File: src/rtl/gig_ethernet_pcs_pma_reset_pkg.sv
`default_nettype none
// ============================================================================
// Module   : gig_ethernet_pcs_pma_reset_pkg
// Purpose  : Shared types and elaboration-time helpers for the PCS/PMA reset
//            synchroniser and sequencer.
// Contents : state_e  - sequencer FSM states
//            max_f    - larger of two integers
//            clog2_f  - ceiling log2, usable in localparam expressions
// Revision : 1.0 - initial release
// ============================================================================
package gig_ethernet_pcs_pma_reset_pkg;

  typedef enum logic [1:0] {
    ST_ASSERT  = 2'd0,
    ST_HOLD    = 2'd1,
    ST_RELEASE = 2'd2,
    ST_DONE    = 2'd3
  } state_e;

  function automatic int max_f(input int a, input int b);
    return (a > b) ? a : b;
  endfunction

  function automatic int clog2_f(input int v);
    int r;
    r = 0;
    while ((1 << r) < v) r++;
    return r;
  endfunction

endpackage
`default_nettype wire

File: src/rtl/gig_ethernet_pcs_pma_sync_bit.sv
`default_nettype none
// ============================================================================
// Module   : gig_ethernet_pcs_pma_sync_bit
// Purpose  : Single-bit multi-flop synchroniser for an asynchronous reset
//            request. Resets to 1 so a freshly reset block starts out
//            "requesting" and only releases once a clean 0 has propagated.
// Ports    : clk      in  1  destination clock
//            reset_n  in  1  synchronous active-low reset (chain -> all 1s)
//            d_i      in  1  asynchronous input
//            q_o      out 1  synchronised output (DEPTH edges of latency)
// Revision : 1.0 - initial release
// ============================================================================
module gig_ethernet_pcs_pma_sync_bit #(
  parameter int DEPTH = 4
) (
  input  logic clk,
  input  logic reset_n,
  input  logic d_i,
  output logic q_o
);

  // Keep the chain together in one slice and out of shift-register primitives
  // so the metastability resolution time is not eaten by routing.
  (* ASYNC_REG = "TRUE", shreg_extract = "no" *)
  logic [DEPTH-1:0] sync_q;

  always_ff @(posedge clk) begin
    if (!reset_n) begin
      sync_q <= '1;
    end else begin
      sync_q <= {sync_q[DEPTH-2:0], d_i};
    end
  end

  assign q_o = sync_q[DEPTH-1];

endmodule
`default_nettype wire

File: src/rtl/gig_ethernet_pcs_pma_reset_seq.sv
`default_nettype none
// ============================================================================
// Module   : gig_ethernet_pcs_pma_reset_seq
// Purpose  : Synchronises and merges NUM_REQ asynchronous reset requests,
//            stretches the merged reset to at least HOLD_CYCLES, then
//            releases NUM_OUT resets in order, STAGGER_CYCLES apart.
// Ports    : clk         in  1        sole clock
//            reset_n     in  1        synchronous active-low block reset
//            reset_req   in  NUM_REQ  async reset requests, active-high
//            reset_out   out NUM_OUT  sequenced resets, bit 0 released first
//            reset_done  out 1        high once every reset_out is released
// Revision : 1.0 - initial release
// ============================================================================
module gig_ethernet_pcs_pma_reset_seq
  import gig_ethernet_pcs_pma_reset_pkg::*;
#(
  parameter int NUM_REQ        = 2,
  parameter int SYNC_STAGES    = 4,
  parameter int HOLD_CYCLES    = 16,
  parameter int NUM_OUT        = 3,
  parameter int STAGGER_CYCLES = 8
) (
  input  logic               clk,
  input  logic               reset_n,
  input  logic [NUM_REQ-1:0] reset_req,
  output logic [NUM_OUT-1:0] reset_out,
  output logic               reset_done
);

  localparam int CNT_W = max_f(clog2_f(max_f(HOLD_CYCLES, STAGGER_CYCLES) + 1), 1);
  localparam int IDX_W = max_f(clog2_f(NUM_OUT), 1);

  logic [NUM_REQ-1:0] req_sync;
  logic               any_req;

  state_e             state_q;
  logic [CNT_W-1:0]   cnt_q;
  logic [IDX_W-1:0]   idx_q;
  logic [NUM_OUT-1:0] reset_out_q;
  logic               reset_done_q;

  generate
    for (genvar gi = 0; gi < NUM_REQ; gi++) begin : g_sync
      gig_ethernet_pcs_pma_sync_bit #(
        .DEPTH (SYNC_STAGES)
      ) u_sync (
        .clk     (clk),
        .reset_n (reset_n),
        .d_i     (reset_req[gi]),
        .q_o     (req_sync[gi])
      );
    end
  endgenerate

  assign any_req = |req_sync;

  // A request always wins over a counter expiry in the same cycle, so every
  // state tests any_req first. Re-assertion is all-at-once; released bits
  // are never set back individually.
  always_ff @(posedge clk) begin
    if (!reset_n) begin
      state_q      <= ST_ASSERT;
      cnt_q        <= '0;
      idx_q        <= '0;
      reset_out_q  <= '1;
      reset_done_q <= 1'b0;
    end else begin
      case (state_q)
        ST_ASSERT: begin
          reset_out_q  <= '1;
          reset_done_q <= 1'b0;
          cnt_q        <= '0;
          idx_q        <= '0;
          if (!any_req) begin
            state_q <= ST_HOLD;
          end
        end

        ST_HOLD: begin
          if (any_req) begin
            state_q <= ST_ASSERT;
            cnt_q   <= '0;
          end else if (cnt_q == CNT_W'(HOLD_CYCLES - 1)) begin
            cnt_q          <= '0;
            reset_out_q[0] <= 1'b0;
            if (NUM_OUT == 1) begin
              // Single output: nothing to stagger, finish immediately.
              state_q      <= ST_DONE;
              reset_done_q <= 1'b1;
            end else begin
              state_q <= ST_RELEASE;
              idx_q   <= IDX_W'(1);
            end
          end else begin
            cnt_q <= cnt_q + CNT_W'(1);
          end
        end

        ST_RELEASE: begin
          if (any_req) begin
            state_q      <= ST_ASSERT;
            reset_out_q  <= '1;
            reset_done_q <= 1'b0;
            cnt_q        <= '0;
            idx_q        <= '0;
          end else if (cnt_q == CNT_W'(STAGGER_CYCLES - 1)) begin
            cnt_q <= '0;
            // Loop form keeps the index in range for every NUM_OUT.
            for (int k = 0; k < NUM_OUT; k++) begin
              if (IDX_W'(k) == idx_q) reset_out_q[k] <= 1'b0;
            end
            if (idx_q == IDX_W'(NUM_OUT - 1)) begin
              state_q      <= ST_DONE;
              reset_done_q <= 1'b1;
            end else begin
              idx_q <= idx_q + IDX_W'(1);
            end
          end else begin
            cnt_q <= cnt_q + CNT_W'(1);
          end
        end

        ST_DONE: begin
          if (any_req) begin
            state_q      <= ST_ASSERT;
            reset_out_q  <= '1;
            reset_done_q <= 1'b0;
            cnt_q        <= '0;
            idx_q        <= '0;
          end
        end

        default: begin
          state_q      <= ST_ASSERT;
          reset_out_q  <= '1;
          reset_done_q <= 1'b0;
          cnt_q        <= '0;
          idx_q        <= '0;
        end
      endcase
    end
  end

  assign reset_out  = reset_out_q;
  assign reset_done = reset_done_q;

endmodule
`default_nettype wire

File: config.mk
export PLATFORM = sky130hd
export DESIGN_NAME = gig_ethernet_pcs_pma_reset_seq
export DESIGN_NICKNAME = d
export VERILOG_FILES = /design/src/rtl/gig_ethernet_pcs_pma_reset_pkg.sv /design/src/rtl/gig_ethernet_pcs_pma_sync_bit.sv /design/src/rtl/gig_ethernet_pcs_pma_reset_seq.sv
export SDC_FILE = /design/constraint.sdc
export NUM_CORES = 1
export LEC_CHECK = 0
export BUFFER_PORTS_ARGS = -buffer_cell sky130_fd_sc_hd__buf_4
export CORE_MARGIN = 8
export CORE_UTILIZATION = 25
export DETAILED_ROUTE_END_ITERATION = 8
export PLACE_DENSITY = 0.48
export SLEW_MARGIN = 40
export SYNTH_ARGS = -nofsm -noshare
export SYNTH_HDL_FRONTEND = slang
export SYNTH_HIERARCHICAL = 1
export SYNTH_SLANG_ARGS = --single-unit
File: constraint.sdc
create_clock -name clk -period 2.3 [get_ports clk]
set_input_delay 0.23 -clock clk [delete_from_list [all_inputs] [get_ports clk]]
set_output_delay 0.23 -clock clk [all_outputs]
set_load 0.02 [all_outputs]
* Word level (Yosys, flattened, before mapping)
Index checks and enable logic that the tools add are counted.
Storage, ports and cells: register bits after elaboration 21, output and inout port bits 4, word-level logic and storage cells 75
Operators by class: $add $sub $neg 2, equal/unequal tests 19, multiplexer cells 35, reductions and logical operators 10
Operators with widths (count):
- two-way mux 5 bit | 5
- two-way mux 2 bit | 12
- != test 3 bit, second input constant | 7
- case mux 5 bit (4 select lines) | 1
- case mux 2 bit (4 select lines) | 2
- AND reduction 5 bit | 3
- AND reduction 4 bit | 3
- two-way mux 1 bit | 9
- two-way mux 3 bit | 3
- != test 2 bit, second input constant | 4
- equality test 2 bit, second input constant | 3
- case mux 2 bit (3 select lines) | 1
- adder 5 x 1 -> 5 bit, second input constant | 1
- equality test 5 x 3 -> 1 bit, second input constant | 1
- equality test 5 x 4 -> 1 bit, second input constant | 1
- logical NOT 2 bit | 2
- case mux 1 bit (4 select lines) | 1
- case mux 1 bit (3 select lines) | 1
- nonzero test 3 bit | 1
- adder 2 x 1 -> 2 bit, second input constant | 1
- equality test 1 x 2 -> 1 bit, first input constant | 1
- equality test 2 x 1 -> 1 bit, second input constant | 1
- equality test 2 bit, first input constant | 1
- OR reduction 2 bit | 1

* Longest topological paths before layout
Gate-level depths: netlist of run 1.
depth after elaboration 5, depth in mapped cells 8, mapped depth without buffers 8

* Cells and area by module
Netlist of run 1, hierarchy kept.
Modules (own cells, without submodules):
- gig_ethernet_pcs_pma_reset_seq | area an instance 820.8 sq um, cells each 98, times used 1, seq. area each 260.2 sq um
- gig_ethernet_pcs_pma_sync_bit | area an instance 105.1 sq um, cells each 8, times used 2, seq. area each 80.1 sq um

* Worst setup path after synthesis of run 1
No wires, ideal clock.
kind reg-to-reg, start point register cnt_q[0], end point register idx_q[0], clock period less this slack 1718 ps, data arrival time 1631 ps, slack 582 ps, required time 2213 ps, setup time 87 ps, stages on the path, launching flop included 9, path buffers 0, path through dfxtp_1 > ha_1 > nand3_1 > inv_1 > ha_1 > or3b_1 > a21oi_2 > nand2_1 > o31ai_1
Between the ends: cells in the longest elaborated chain, start to end 3, elaborated cells on any way between the ends 5, classes of those cells 4 x eq/ne; 1 x reduce/logical
Ends and longest elaborated chain:
- from (decl) | RTL line gig_ethernet_pcs_pma_reset_seq.sv:37 | logic [CNT_W-1:0] cnt_q;
- from (signal assigned) | RTL line gig_ethernet_pcs_pma_reset_seq.sv:95 | cnt_q <= cnt_q + CNT_W'(1);
- from (signal assigned) | RTL line gig_ethernet_pcs_pma_reset_seq.sv:119 | cnt_q <= cnt_q + CNT_W'(1);
- equality test 5 x 3 -> 1 bit or equality test 5 x 4 -> 1 bit (tied branches) | RTL line gig_ethernet_pcs_pma_reset_seq.sv:106, gig_ethernet_pcs_pma_reset_seq.sv:83
- != test 3 bit (no line) or != test 2 bit (tied branches)
- AND reduction 5 bit (no line) *
- to (signal assigned) | RTL line gig_ethernet_pcs_pma_reset_seq.sv:116 | idx_q <= idx_q + IDX_W'(1);
- to (decl) | RTL line gig_ethernet_pcs_pma_reset_seq.sv:38 | logic [IDX_W-1:0] idx_q;
Mark *: on every way between the ends. The rest lies on a longest branch, timed or not. A chain may end at the register's enable or synchronous reset.

* Worst setup path after layout of run 1
Ends and elaborated chain as after synthesis.

==> flow_metrics.tcl, run 1 <==
set metrics [dict create \
    synth_cells 114 \
    ctsResizeCount 0 \
    p_leak_nw 0.423 \
    maxCapViolations 0 \
    tns_ns 0 \
    rsz0062_at_grt "false" \
    syn2layout_area_growth_pct 15.2 \
    hold_viol 0 \
    path_cells "ha_1 > nand3_1 > inv_1 > ha_1 > or3b_1 > a21oi_2 > nand2_1 > o31ai_1" \
    crit_fanout 4 \
    io_buffers 7 \
    rows 23 \
    cts_htree_levels 1 \
    cp_common_cell "ha_1" \
    power_w 0.000654 \
    antenna_found_initial 0 \
    period_minus_slack_ns 2.01 \
    clkTransAtPathRegs_ns 0.08 \
    max_freq_ghz 0.498 \
    die_w_um 80.2 \
    most-common-layout-cells "dfxtp_1, nand2_1, inv_1, ha_1, nand2b_1" \
    core-area_um2 4000 \
    holdPathStages 2 \
    place_congestion 0.788 \
    finalClockSkew_ns 0.00784 \
    slowest_delay_ns 0.38 \
    synth_seq_cells 21 \
    ioPinCount 8 \
    synth_top_area_cell "dfxtp_1" \
    max_slew_margin 0.621 \
    synth_area_um2 1030 \
    placed_cells 170 \
    postSynthAreaPerCell_um2 9.04 \
    finalNonFillerCells 174 \
    die_h_um 80.2 \
    power_density_nw_per_um2 551 \
    worstSetupStartpointType "flip-flop" \
    first_global_vias 787 \
    cp_slowest_cell "dfxtp_1" \
    criticalPathCategory "reg2reg" \
    grt_pass1_wl_mm 3.51 \
    synth_nets 128 \
    drive_gt1_frac 0.113 \
    firstDrtPassIters 4 \
    drv_slew 0 \
    tightestPinTransition_ns 0.562 \
    grt_use_total 0.0668 \
    drtIter0Drc 27 \
    yosysUniqueCellTypes 33 \
    cts_tree "yes" \
    die_area_um2 6440 \
    yosys_warnings 6 \
    ys_seq_area_frac 0.408 \
    numClockSinks 21 \
    endpoint_kind "flip-flop" \
    overflow 0 \
    antenna_cells 0 \
    drtAntennaViolNets 0 \
    r2r_cells 8 \
    setup_viol 0 \
    drc 0 \
    cts-root-buf "clkbuf_8" \
    layout_commonest_cell "dfxtp_1" \
    cts_buffers 3 \
    worstHoldPathType "in2reg" \
    routedWlPerCell_um 11.5 \
    post_cts_buffers 0 \
    viasPerCell 4.57 \
    num-fill-cells 409 \
    ctsHoldBuffers 0 \
    clock_latency_ns 0.26 \
    finalWirelength_mm 2.00 \
    place_hpwl_mm 1.48 \
    grt_max_degree 17 \
    post-route-period-util 0.872 \
    netlist_top_cells_area "dfxtp_1, ha_1, nand2_1" \
    status "finished clean" \
    fin_nets 139 \
    cts_max_path_buffers 2 \
    num_vias 795 \
    start_util 0.258 \
    ir_drop_mv 0.242 \
    critical_path_required_ns 2.46 \
    worst_ep_arrival_time_ns 2.17 \
    synth_top_area_share 0.408 \
    r2r_setup_slack_ns 0.29 \
]
[sequential cells by signal, indices dropped and copies added, names as in the netlist]
signal / count
reset_out: 3
g_sync.u_sync/sync_q: 8
state_q: 2
cnt_q: 5
reset_done: 1
idx_q: 2
[per-stage QoR]
stage | hold WS (ns) | instance area, um^2 | util | setup slack, ns
4_1_cts | 0.150 | 1190 | 0.297 | 0.314
3_5_place_dp | 0.391 | 1140 | 0.286 | 0.373
5_1_grt | 0.159 | 1190 | 0.297 | 0.187
3_3_place_gp | 0.388 | 1140 | 0.286 | 0.488
6_report | 0.154 | 1190 | 0.297 | 0.294
2_1_floorplan | 0.303 | 1030 | - | 0.582
[cells in the mapped netlist]
library cell and number:
o21ai_1 1, o31ai_1 1, ha_1 10, nor4_1 1, nand2_1 16, nand3b_1 1, nand3_1 2, nor2_2 1
buf_1 1, nor2_1 2, o21ai_0 4, mux2i_1 2, inv_1 10, a21o_1 3, o221a_2 1, dfxtp_1 21
a21oi_1 8, o2bb2ai_1 1, nand2b_1 9, nor3b_1 1, a32o_1 1, and2b_1 1, nand4_1 1, or4_1 1
or3_1 3, o31a_1 1, nor3b_2 1, nand4bb_1 1, nor3_1 1, or3b_1 2, a21oi_2 1, a211o_1 3
o21a_1 1
[worst max-delay path, delay by kind of cell, from the launching register on]
kind                     cells  cell delay, ns
AND/OR/NAND/NOR              3            0.61
AO/OA/AOI/OAI                2            0.47
flip-flops                   1            0.38
adder cells (fa/ha/maj)      2            0.38
buffers and inverters        1            0.08
[area by class of cell]
cell class | count | area, um^2 | share of cell area
Tap cell | 50 | 62.6 | 0.0527
Inverter | 10 | 37.5 | 0.0316
Clock buffer | 4 | 45.0 | 0.0379
Sequential cell | 21 | 420 | 0.354
Multi-Input combinational cell | 82 | 569 | 0.479
Timing Repair Buffer | 7 | 52.6 | 0.0443
[layer usage]
layer	track usage	wire length, um	up-vias
met5	0	0	-
met1	0.0805	1010	360
met2	0.105	863	15
li1	-	-	415
met3	0.0223	92	5
met4	0.0291	34	0
[cells by family after synthesis]
kind of cell	after synthesis	share of synthesized area
adder cells (fa/ha/maj)	10	0.121
multiplexers	2	0.0194
buffers and inverters	11	0.0400
AND/OR/NAND/NOR	44	0.240
flip-flops	21	0.408
AO/OA/AOI/OAI	26	0.171
[worst paths after layout]
check	startpoint	endpoint
worst min register to register	g_sync[1].u_sync/sync_q[1]$_SDFF_PN1_	g_sync[1].u_sync/sync_q[2]$_SDFF_PN1_
worst max-delay path	cnt_q[0]$_SDFFE_PN0N_	idx_q[0]$_SDFFE_PN0P_
worst max register to register	cnt_q[0]$_SDFFE_PN0N_	idx_q[0]$_SDFFE_PN0P_
worst min-delay path	reset_req[1]	g_sync[1].u_sync/sync_q[0]$_SDFF_PN1_
[power breakdown]
group	leakage [nW]	total, W	switching (W)	internal [W]
sequential	0.171	0.000374	0.00000367	0.000370
clock	0.0228	0.000238	0.000115	0.000123
combinational	0.229	0.0000424	0.0000251	0.0000173
Note: power is estimated with default switching activity, not from simulation.
==> run 2, diff against run 1 <==
- CTS_BUF_LIST: default -> sky130_fd_sc_hd__clkbuf_8
==> flow_metrics.tcl, run 2 (synthesis gave the netlist of run 1 again) <==
set metrics [dict create \
    die_h_um 80.2 \
    drtAntennaViolNets 0 \
    period_minus_slack_ns 2.01 \
    maxCapViolations 0 \
    layout_commonest_cell "dfxtp_1" \
    finalWirelength_mm 2.00 \
    max_freq_ghz 0.498 \
    clock_latency_ns 0.26 \
    die_area_um2 6440 \
    grt_pass1_wl_mm 3.51 \
    start_util 0.258 \
    rsz0062_at_grt "false" \
    overflow 0 \
    antenna_cells 0 \
    drtIter0Drc 27 \
    setup_viol 0 \
    grt_use_total 0.0668 \
    ir_drop_mv 0.242 \
    power_density_nw_per_um2 548 \
    tightestPinTransition_ns 0.562 \
    worstSetupStartpointType "flip-flop" \
    hold_viol 0 \
    status "finished clean" \
    holdPathStages 2 \
    syn2layout_area_growth_pct 15.2 \
    worst_ep_arrival_time_ns 2.17 \
    multi_input_area_um2 569 \
    p_leak_nw 0.427 \
    finalClockSkew_ns 0.00748 \
    top_register "g_sync.u_sync/sync_q" \
    num_vias 795 \
    core-area_um2 4000 \
    ctsHoldBuffers 0 \
    drc 0 \
    dpl_cell_area_um2 1140 \
    die_w_um 80.2 \
    cp_slowest_cell "dfxtp_1" \
    path_cells "ha_1 > nand3_1 > inv_1 > ha_1 > or3b_1 > a21oi_2 > nand2_1 > o31ai_1" \
    antenna_found_initial 0 \
    place_congestion 0.788 \
    largest_register_ffs 8 \
    max_slew_margin 0.621 \
    power_w 0.000650 \
    layout.area.seq_um2 420 \
    criticalPathCategory "reg2reg" \
    grt_max_degree 17 \
    fin_nets 139 \
    slowest_delay_ns 0.38 \
    io_buffers 7 \
    postLayoutCoreUtil 0.297 \
    cts_max_path_buffers 2 \
    ioPinCount 8 \
    rows 23 \
    first_global_vias 787 \
    clkTransAtPathRegs_ns 0.08 \
    r2r_cells 8 \
    critical_path_required_ns 2.46 \
    drive_gt1_frac 0.113 \
    cts-root-buf "clkbuf_8" \
    worstHoldPathType "in2reg" \
    cts_tree "yes" \
    cts_htree_levels 1 \
    cp_common_cell "ha_1" \
    hold_ws_ns 0.154 \
    numClockSinks 21 \
    post-route-period-util 0.872 \
    viasPerCell 4.57 \
    num-fill-cells 409 \
    ctsResizeCount 0 \
    drv_slew 0 \
    firstDrtPassIters 4 \
    crit_fanout 4 \
    endpoint_kind "flip-flop" \
    tns_ns 0 \
    routedWlPerCell_um 11.5 \
    cts_buffers 3 \
    most-common-layout-cells "dfxtp_1, nand2_1, inv_1" \
    post_cts_buffers 0 \
    place_hpwl_mm 1.48 \
    final_cell_area_um2 1190 \
]
run 2: power by group:
part	leakage, nW	internal [W]	switching [W]
combinational	0.229	0.0000173	0.0000251
clock	0.0269	0.000119	0.000115
sequential	0.171	0.000370	0.00000367
total	0.427	0.000507	0.000144
run 2: layout make-up:
| cell class | instances | share of cell area |
|---|---|---|
| clock buffers | 3 | 0.0348 |
| clock inverters | 1 | 0.00316 |
| inverters | 10 | 0.0316 |
| multi-input cells | 82 | 0.479 |
| flip-flops and latches | 21 | 0.354 |
| well taps | 50 | 0.0527 |
| repair buffers | 7 | 0.0443 |
run 2: layer usage:
layer / share of wire / GRT usage / vias to the layer above
li1: - / - / 415
met3: 0.046 / 0.0223 / 5
met2: 0.43 / 0.105 / 15
met5: 0 / 0 / -
met1: 0.50 / 0.0805 / 360
met4: 0.017 / 0.0291 / 0
run 2: worst paths after layout:
kind                                               from                               endpoint  slack (ns)
setup / recovery                  cnt_q[0]$_SDFFE_PN0N_                  idx_q[0]$_SDFFE_PN0P_        0.29
hold / removal                             reset_req[1]  g_sync[1].u_sync/sync_q[0]$_SDFF_PN1_        0.15
setup reg to reg                  cnt_q[0]$_SDFFE_PN0N_                  idx_q[0]$_SDFFE_PN0P_        0.29
hold reg to reg   g_sync[1].u_sync/sync_q[1]$_SDFF_PN1_  g_sync[1].u_sync/sync_q[2]$_SDFF_PN1_        0.41
run 2: stage by stage:
step / setup slack (ns) / cells
after floorplan: 0.582 / 114
after global placement: 0.488 / 170
after detailed placement: 0.373 / 170
after CTS: 0.314 / 174
after global routing: 0.187 / 174
final: 0.294 / 174
run 2: worst max-delay path, delay by kind of cell, from the launching register on:
kind,cells,cell delay (ns)
compound gates,2,0.47
flops,1,0.38
buf+inv,1,0.08
fa+ha+maj,2,0.38
simple gates,3,0.61
==> run 3, diff against run 2 <==
- CTS_BUF_LIST: sky130_fd_sc_hd__clkbuf_8 -> sky130_fd_sc_hd__clkbuf_2 sky130_fd_sc_hd__clkbuf_4 sky130_fd_sc_hd__clkbuf_8
==> flow_metrics.tcl, run 3 (synthesis gave the netlist of run 1 again) <==
set metrics [dict create \
    endpoint_kind "flip-flop" \
    antenna_cells 0 \
    power_w 0.000667 \
    die_area_um2 6440 \
    die_w_um 80.2 \
    critical_path_required_ns 2.46 \
    cts_max_path_buffers 2 \
    setup_viol 0 \
    antenna_found_initial 0 \
    rows 23 \
    cts_htree_levels 1 \
    holdPathStages 2 \
    die_h_um 80.2 \
    post_cts_buffers 0 \
    num_vias 795 \
    grt_pass1_wl_mm 3.51 \
    worst_ep_arrival_time_ns 2.17 \
    most-common-layout-cells "dfxtp_1, nand2_1, inv_1, ha_1, nand2b_1" \
    cts_tree "yes" \
    start_util 0.258 \
    ir_drop_mv 0.243 \
    drv_slew 0 \
    status "finished clean" \
    hold_viol 0 \
    placed_cells 170 \
    power_density_nw_per_um2 560 \
    place_hpwl_mm 1.48 \
    max_freq_ghz 0.498 \
    crit_fanout 4 \
    fin_nets 139 \
    tightestPinTransition_ns 0.562 \
    crit_cells 8 \
    postLayoutCoreUtil 0.298 \
    top_register "g_sync.u_sync/sync_q" \
    ctsResizeCount 0 \
    period_minus_slack_ns 2.01 \
    r2r_setup_slack_ns 0.29 \
    worstHoldPathType "in2reg" \
    setup.worst_path.end "idx_q[0]$_SDFFE_PN0P_" \
    criticalPathCategory "reg2reg" \
    overflow 0 \
    finalNonFillerCells 174 \
    largest_register_ffs 8 \
    routedWlPerCell_um 11.5 \
    firstDrtPassIters 4 \
    finalWirelength_mm 2.00 \
    core-area_um2 4000 \
    r2r-start "cnt_q[0]$_SDFFE_PN0N_" \
    drc 0 \
    post-route-period-util 0.872 \
    viasPerCell 4.57 \
    syn2layout_area_growth_pct 15.5 \
    path_cells "ha_1 > nand3_1 > inv_1 > ha_1 > or3b_1 > a21oi_2 > nand2_1 > o31ai_1" \
    p_leak_nw 0.426 \
    ioPinCount 8 \
    first_global_vias 787 \
    cts-root-buf "clkbuf_8" \
    layout_commonest_cell "dfxtp_1" \
    cp_common_cell "ha_1" \
    grt_use_total 0.0668 \
    clock_latency_ns 0.26 \
    critPathBufInv 1 \
    finalClockSkew_ns 0.00749 \
    cts_buffers 3 \
    drtAntennaViolNets 0 \
    drtIter0Drc 29 \
    r2r_cells 8 \
    io_buffers 7 \
    crit_family "simple AND/OR/NAND/NOR gates" \
    worstSetupStartpointType "flip-flop" \
    place_congestion 0.788 \
    cp_slowest_cell "dfxtp_1" \
    tns_ns 0 \
    numClockSinks 21 \
    ctsHoldBuffers 0 \
    setup.worst_path.start "cnt_q[0]$_SDFFE_PN0N_" \
    max_slew_margin 0.621 \
    rsz0062_at_grt "false" \
    rr_endpoint "idx_q[0]$_SDFFE_PN0P_" \
    maxCapViolations 0 \
    slowest_delay_ns 0.38 \
    clkTransAtPathRegs_ns 0.08 \
    grt_max_degree 17 \
    drive_gt1_frac 0.121 \
]
[run 3: cell types whose count changed in the layout (fill, tap and decap cells not counted)]
| cell | change |
|---|---|
| inv_1 | -1 |
| clkbuf_4 | +1 |
[run 3: worst min-delay path by stage]
| stage | from | endpoint | slack, ns |
|---|---|---|---|
| global placement | g_sync[1].u_sync/sync_q[1]$_SDFF_PN1_ | g_sync[1].u_sync/sync_q[2]$_SDFF_PN1_ | 0.39 |
| detailed placement | g_sync[1].u_sync/sync_q[1]$_SDFF_PN1_ | g_sync[1].u_sync/sync_q[2]$_SDFF_PN1_ | 0.39 |
| finish | reset_req[1] | g_sync[1].u_sync/sync_q[0]$_SDFF_PN1_ | 0.15 |
| CTS | reset_req[1] | g_sync[1].u_sync/sync_q[0]$_SDFF_PN1_ | 0.15 |
| global route | reset_req[1] | g_sync[1].u_sync/sync_q[0]$_SDFF_PN1_ | 0.16 |
| floorplan | reset_n | g_sync[0].u_sync/sync_q[0]$_SDFF_PN1_ | 0.30 |
[run 3: metrics by stage]
step | hold WS (ns) | setup WS [ns] | cell area [um^2]
6_report | 0.154 | 0.294 | 1190
5_1_grt | 0.159 | 0.187 | 1190
4_1_cts | 0.150 | 0.314 | 1190
3_5_place_dp | 0.391 | 0.373 | 1140
3_3_place_gp | 0.388 | 0.488 | 1140
2_1_floorplan | 0.303 | 0.582 | 1030
[run 3: report_power, final]
| group | switching (W) | internal [W] |
|---|---|---|
| logic | 0.0000251 | 0.0000173 |
| clock network | 0.000115 | 0.000135 |
| registers | 0.00000367 | 0.000370 |
| total | 0.000144 | 0.000523 |
[run 3: layout make-up]
type,instances,area [um^2]
well taps,50,62.6
flip-flops and latches,21,420
multi-input cells,82,569
repair buffers,7,52.6
fillers,408,2810
inverters,10,37.5
clock buffers,4,48.8
[run 3: per-layer routing]
metal,track usage,share of wire,up-vias
li1,-,-,415
met3,0.0223,0.046,5
met5,0,0,-
met1,0.0805,0.50,360
met2,0.105,0.43,15
met4,0.0291,0.017,0
